$ cat config.mk
export PLATFORM = sky130hd
export DESIGN_NAME = fetch_queue
export DESIGN_NICKNAME = d
export VERILOG_FILES = /design/src/rtl/fetch_queue.sv
export SDC_FILE = /design/constraint.sdc
export NUM_CORES = 1
export LEC_CHECK = 0
export ABC_AREA = 0
export ABC_CLOCK_PERIOD_IN_PS = 11610
export CORE_MARGIN = 1
export CORE_UTILIZATION = 50
export CTS_CLUSTER_DIAMETER = 200
export DETAILED_ROUTE_END_ITERATION = 16
export PLACE_DENSITY = 0.76
export SETUP_SLACK_MARGIN = 0.5
export SLEW_MARGIN = 10
export SYNTH_ARGS = -nofsm -noshare
export SYNTH_HDL_FRONTEND = slang
export SYNTH_SLANG_ARGS = --single-unit
export TNS_END_PERCENT = 100
$ cat constraint.sdc
create_clock -name clk -period 11.61 [get_ports clk]
set_input_delay 3.483 -clock clk [delete_from_list [all_inputs] [get_ports clk]]
set_output_delay 3.483 -clock clk [all_outputs]
set_load 0.05 [all_outputs]
$ cat src/rtl/fetch_queue.sv
// Instruction buffer between fetch and decode: DEPTH-entry FIFO of {pc, instr, pc_plus4}
// with valid/ready handshakes on both sides and a flush that empties it in one cycle.
module fetch_queue #(
   parameter int unsigned          DEPTH    = 4,
   parameter int unsigned          XLEN     = 32,
   parameter logic [XLEN-1:0]      NOP_INSN = 32'h0000_0013
) (
   input  logic                     clk,
   input  logic                     rst_n,
   input  logic                     flush,
   input  logic                     if_valid,
   input  logic [XLEN-1:0]          if_pc,
   input  logic [XLEN-1:0]          if_pc_plus4,
   input  logic [XLEN-1:0]          if_instr,
   output logic                     if_ready,
   output logic                     id_valid,
   input  logic                     id_ready,
   output logic [XLEN-1:0]          id_pc,
   output logic [XLEN-1:0]          id_pc_plus4,
   output logic [XLEN-1:0]          id_instr,
   output logic [$clog2(DEPTH):0]   count
);

   localparam int unsigned AW = $clog2(DEPTH);
   localparam int unsigned CW = AW + 1;

   logic [XLEN-1:0] r_pc    [DEPTH];
   logic [XLEN-1:0] r_pc_p4 [DEPTH];
   logic [XLEN-1:0] r_instr [DEPTH];
   logic [AW-1:0]   r_wr_ptr;
   logic [AW-1:0]   r_rd_ptr;
   logic [CW-1:0]   r_count;

   logic w_full;
   logic w_empty;
   logic w_push;
   logic w_pop;

   assign w_full  = (r_count == CW'(DEPTH));
   assign w_empty = (r_count == '0);
   assign w_push  = if_valid & ~w_full & ~flush;
   assign w_pop   = ~w_empty & id_ready & ~flush;

   always_ff @(posedge clk or negedge rst_n) begin
      if (!rst_n) begin
         r_wr_ptr <= '0;
         r_rd_ptr <= '0;
         r_count  <= '0;
      end else if (flush) begin
         r_wr_ptr <= '0;
         r_rd_ptr <= '0;
         r_count  <= '0;
      end else begin
         if (w_push) r_wr_ptr <= r_wr_ptr + 1'b1;
         if (w_pop)  r_rd_ptr <= r_rd_ptr + 1'b1;
         if (w_push && !w_pop)      r_count <= r_count + 1'b1;
         else if (w_pop && !w_push) r_count <= r_count - 1'b1;
      end
   end

   // Storage needs no reset: occupancy alone decides what is visible.
   always_ff @(posedge clk) begin
      if (w_push) begin
         r_pc[r_wr_ptr]    <= if_pc;
         r_pc_p4[r_wr_ptr] <= if_pc_plus4;
         r_instr[r_wr_ptr] <= if_instr;
      end
   end

   always_comb begin
      id_pc       = '0;
      id_pc_plus4 = '0;
      id_instr    = NOP_INSN;
      if (!w_empty) begin
         id_pc       = r_pc[r_rd_ptr];
         id_pc_plus4 = r_pc_p4[r_rd_ptr];
         id_instr    = r_instr[r_rd_ptr];
      end
   end

   assign if_ready = ~w_full;
   assign id_valid = ~w_empty;
   assign count    = r_count;

   a_no_push_full: assert property (@(posedge clk) disable iff (!rst_n) !(w_push && w_full));
   a_no_pop_empty: assert property (@(posedge clk) disable iff (!rst_n) !(w_pop && w_empty));
   a_count_range:  assert property (@(posedge clk) disable iff (!rst_n) r_count <= CW'(DEPTH));

endmodule

# Word level (Yosys, flattened, before mapping)
# Memory sizes are Yosys's and may differ from the RTL's.
# Cells that the tools add are included.
dict set report op_classes {
  add_sub_neg 4
  n_mul 0
  div_mod_pow 0
  n_lt_le_gt_ge 0
  eq_ne 1
  shifts 0
  mux 12
  bitwise 7
  reduce_logical 8
}
# operator count
set op_table {}
lappend op_table {{2-to-1 mux 32 bit} 3}
lappend op_table {{2-to-1 mux 3 bit} 3}
lappend op_table {{2-to-1 mux 2 bit} 4}
lappend op_table {{adder 2 x 1 -> 2 bit, second input constant} 2}
lappend op_table {{AND 1 bit} 4}
lappend op_table {{nonzero test 2 bit} 2}
lappend op_table {{adder 3 x 1 -> 3 bit, second input constant} 1}
lappend op_table {{equality test 3 bit, second input constant} 1}
lappend op_table {{zero test 3 bit} 1}
lappend op_table {{NOT 1 bit} 3}
lappend op_table {{nonzero test 3 bit} 1}
lappend op_table {{subtractor 3 x 1 -> 3 bit, second input constant} 1}
lappend op_table {{logical AND 1 bit} 2}
lappend op_table {{zero test 1 bit} 2}
lappend op_table {{2-to-1 mux 1 bit} 2}
dict set report totals {
  register_bits 7
  latchBits 0
  ram_bits 384
  romBits 0
  out_inout_bits 101
  word_cells 38
  n_memories 3
}
# name depth width read_ports rd_ports_with_merged_regs write_ports line_no
set mem_list {}
lappend mem_list {r_instr 4 32 1 0 1 29} ;# logic [XLEN-1:0] r_instr [DEPTH];
lappend mem_list {r_pc 4 32 1 0 1 27} ;# logic [XLEN-1:0] r_pc [DEPTH];
lappend mem_list {r_pc_p4 4 32 1 0 1 28} ;# logic [XLEN-1:0] r_pc_p4 [DEPTH];

# Depth between registers and ports, before layout
dict set report depth {
  ltp_word 9
  mapped_depth 8
  depth_no_buf 7
}

# Worst setup path after synthesis
# OpenSTA, ideal clock, no wires.
dict set report synth_timing {
  kind {input-to-reg}
  from {input if_valid}
  to {memory r_instr[0][0] (enable)}
  setup_ns 0.466
  arrival_time_ns 6.330
  required_ns 11.144
  slack_ns 4.815
  stages 4
  n_path_buf 1
  cell_sequence {clkbuf_1 > inv_1 > nor3_1 > and2_1}
}
dict set report synth_between {
  elab_chain_len 4
}
# element line_no
set synth_rtl {}
lappend synth_rtl {{start: declaration} 11} ;# input logic if_valid,
lappend synth_rtl {{AND 1 bit (2 in series)} 41} ;# assign w_push = if_valid & ~w_full & ~flush;
lappend synth_rtl {{2-to-1 mux 1 bit} 63} ;# if (w_push) begin
lappend synth_rtl {{2-to-1 mux 1 bit (implied by the code)} 66} ;# r_instr[r_wr_ptr] <= if_instr;
lappend synth_rtl {{end: declaration} 29}
# No other way between the ends.

# Worst setup path after layout
dict set report layout_timing {
  from {register r_rd_ptr[1]}
  to {output id_pc_plus4[11]}
}
dict set report layout_between {
  elab_chain_len 2
}
# element line_no
set layout_rtl {}
lappend layout_rtl {{start: declaration} 31} ;# logic [AW-1:0] r_rd_ptr;
lappend layout_rtl {{start signal: assignment} 55} ;# if (w_pop) r_rd_ptr <= r_rd_ptr + 1'b1;
lappend layout_rtl {{memory (4 x 32 bit)} n/a}
lappend layout_rtl {{2-to-1 mux 32 bit} 74} ;# if (!w_empty) begin
lappend layout_rtl {{end: declaration} 19} ;# output logic [XLEN-1:0] id_pc_plus4,
# No other way between the ends.

==> results.toml <==
[run_status]
outcome = "completed"

[global_routing]
grt_pass1_vias = 7388
grt_overflow_total = 0
grt_antenna_before_repair = 5
grt_max_degree = 95
grt_pass1_wl_um = 41930
track_usage_pct = 18.16

[critical_path]
cp-end-kind = "output port"
worstPathArrival_ns = 3.45
start_kind = "flip-flop"
r2r_slack_ns = 8.60
r2r-end = "r_pc_p4[0][3]$_DFFE_PP_"
worstSetupPathType = "flip-flop to output port"
worstPathRequired_ns = 8.13
crit_fanout = 70
r2r-start = "count[2]$_DFFE_PN0P_"
crit_path_start = "r_rd_ptr[1]$_DFFE_PN0P_"
r2r.worst_path.cells = 4

[min_path]
hold_class = "flip-flop to flip-flop"
hold_depth = 2
worstHoldStart = "r_wr_ptr[0]$_DFFE_PN0P_"
hold_end = "r_wr_ptr[0]$_DFFE_PN0P_"

[final_layout]
nFillCells = 2025
syn2layout_area_growth_pct = 23.91
mostFrequentLayoutCells = "384 x edfxtp_1, 201 x clkdlybuf4s50_1, 96 x mux4_2"
final_common_cell = "edfxtp_1"
drive_gt1_share_pct = 17.94
layout.nets = 990

[sta]
fin_crit_ns = 6.931
setup_violations = 0
slew_viol_final = 0
tightest_slew_ns = 1.024
rsz0062_at_grt = "no"
slew_headroom_pct = 31.77
clock_skew_ns = 0.01338
finalCritPeriodShare_pct = 59.70
fin_setup_tns_ns = 0
hold_slack_ns = 0.6097
hold_violations = 0
max_freq_mhz = 144.3

[cts]
cts.sinks = 391
clk_latency_ns = 0.52
clock_path_buffers = 3
cts_htree_levels = 2
clkTransAtPathRegs_ns = 0.06
cts_resized = 0
cts_buffers = 39
cts_tree = "yes"
clockRootBuffer = "clkbuf_16"
cts_setup_buffers = 0
cts_hold_buf = 0

[power]
switching_share_pct = 35.68
ir_drop_v = 0.0001978
power.density_mw_per_mm2 = 248.4
p_comb_share_pct = 38.6
switching_power_mw = 1.649
p_int_mw = 2.972
clkPwrFrac_pct = 25.3
seq_power_share_pct = 36.0
power.leakage_nw = 5.881

[synth]
ys_seq_area_share_pct = 77.99
ys_seq_elements = 391
synth.avg_cell_area_sq_um = 22.37
syn-num-nets = 777
syn_inst = 671
synth.distinct_cells = 31
syn_area_sq_mm = 0.01501
yosysWarningCount = 0

[die]
start_util_pct = 50.78
die_area_sq_mm = 0.03072
die_w_um = 175.3
core-area_sq_mm = 0.02956
row_count = 63
die_h_um = 175.3
io_pins = 202

[placement]
post-dp-hpwl_um = 15760
gp_congestion = 0.7172
port_buffers = 201

[detailed_routing]
drt-total-wl_um = 27400
drtIter0Drc = 467
wire_per_inst_um = 20.96
drt-pass1-iter-count = 5
ant_nets = 0
vias_per_cell = 5.377
drc = 0
vias = 7028

[job]
drv_cap = 0
-- cell usage after synthesis --
| library cell | n | area (sq um) |
|---|---|---|
| a211oi_1 | 1 | 7.510 |
| a21o_1 | 1 | 7.510 |
| a21oi_1 | 2 | 10.01 |
| a221oi_2 | 1 | 15.01 |
| a311oi_1 | 1 | 8.760 |
| a31o_2 | 1 | 8.760 |
| and2_1 | 98 | 613.1 |
| and3b_1 | 1 | 8.760 |
| buf_1 | 1 | 3.750 |
| buf_2 | 13 | 65.06 |
| buf_6 | 2 | 22.52 |
| buf_8 | 2 | 30.03 |
| clkbuf_1 | 19 | 71.32 |
| dfrtp_1 | 7 | 175.2 |
| edfxtp_1 | 384 | 11530 |
| fa_1 | 1 | 20.02 |
| ha_1 | 4 | 50.05 |
| inv_1 | 8 | 30.03 |
| mux2_2 | 2 | 22.52 |
| mux2i_1 | 1 | 10.01 |
| mux4_2 | 96 | 2162 |
| nand3_1 | 2 | 10.01 |
| nor2_1 | 9 | 33.78 |
| nor3_1 | 2 | 10.01 |
| nor3b_1 | 1 | 7.510 |
| o21a_1 | 1 | 7.510 |
| o21ai_0 | 3 | 15.01 |
| o311ai_0 | 1 | 8.760 |
| o31ai_1 | 1 | 7.510 |
| or2_1 | 3 | 18.77 |
| xor2_1 | 2 | 17.52 |
-- area by class of cell --
type | count | area (sq um) | share of cell area, %
Inverter | 8 | 30.03 | 0.1615
Timing Repair Buffer | 209 | 2072 | 11.14
Multi-Input combinational cell | 235 | 3090 | 16.62
Clock buffer | 51 | 1042 | 5.604
Antenna cell | 3 | 7.507 | 0.04037
Clock inverter | 20 | 153.9 | 0.8275
Tap cell | 390 | 488.0 | 2.624
Sequential cell | 391 | 11710 | 62.98
-- per-stage QoR --
| stage | setup slack [ns] | instance area (sq um) | total power, mW | utilization [%] | instances |
|---|---|---|---|---|---|
| global route | 4.451 | 18590 | 4.798 | 62.89 | 1304 |
| detailed placement | 5.030 | 17390 | 3.504 | 58.84 | 1233 |
| global placement | 5.118 | 17390 | 3.496 | 58.84 | 1233 |
| floorplan | 4.815 | 15010 | 2.944 | - | 671 |
| CTS | 4.561 | 18590 | 4.674 | 62.89 | 1304 |
| finish | 4.679 | 18600 | 4.621 | 62.92 | 1307 |
-- power by group through the flow --
stage	clock (mW)	combinational, mW	sequential (mW)
2_1_floorplan	0	1.25	1.69
5_1_grt	1.25	1.88	1.67
3_3_place_gp	0	1.80	1.69
3_5_place_dp	0	1.81	1.70
4_1_cts	1.19	1.81	1.67
6_report	1.17	1.79	1.66
-- worst max-delay path, cell delays in order (launching register included) --
cell             delay [ns]
dfrtp_4                0.69
buf_4                  0.87
mux4_2                 0.36
and2_1                 0.17
clkdlybuf4s50_1        0.81
-- routing by layer --
layer	global-route usage (%)	vias up	wire, um
met3	5.887	45	2267
li1	-	3167	-
met5	0	-	13
met2	28.41	222	13060
met1	25.03	3592	11560
met4	4.384	2	493
-- cells by family (layout without fill, tap and decap cells) --
group,count (synthesis),after routing,share of synthesized area [%]
multiplexers,99,99,14.62
XOR/XNOR,2,2,0.1167
AO/OA/AOI/OAI,13,13,0.6419
flip-flops,391,391,77.99
buffers and inverters,45,288,1.484
other,0,3,0
AND/OR/NAND/NOR,116,116,4.677
adder cells (fa/ha/maj),5,5,0.4668
-- sequential cells by signal, summed over array words and instances, names as in the netlist --
register and cells:
count 3, r_instr 128, r_wr_ptr 2, r_pc 128
r_rd_ptr 2, r_pc_p4 128
-- worst max-delay path by stage --
stage	end	slack [ns]	cells after the start
finish	id_pc_plus4[11]	4.68	4
global route	id_pc[7]	4.45	4
CTS	id_pc[7]	4.56	4
detailed placement	r_pc[0][20]$_DFFE_PP_	5.03	5
global placement	id_pc[21]	5.12	4
floorplan	r_instr[0][0]$_DFFE_PP_	4.81	4
No activity file was read; power rests on OpenSTA's default activity.
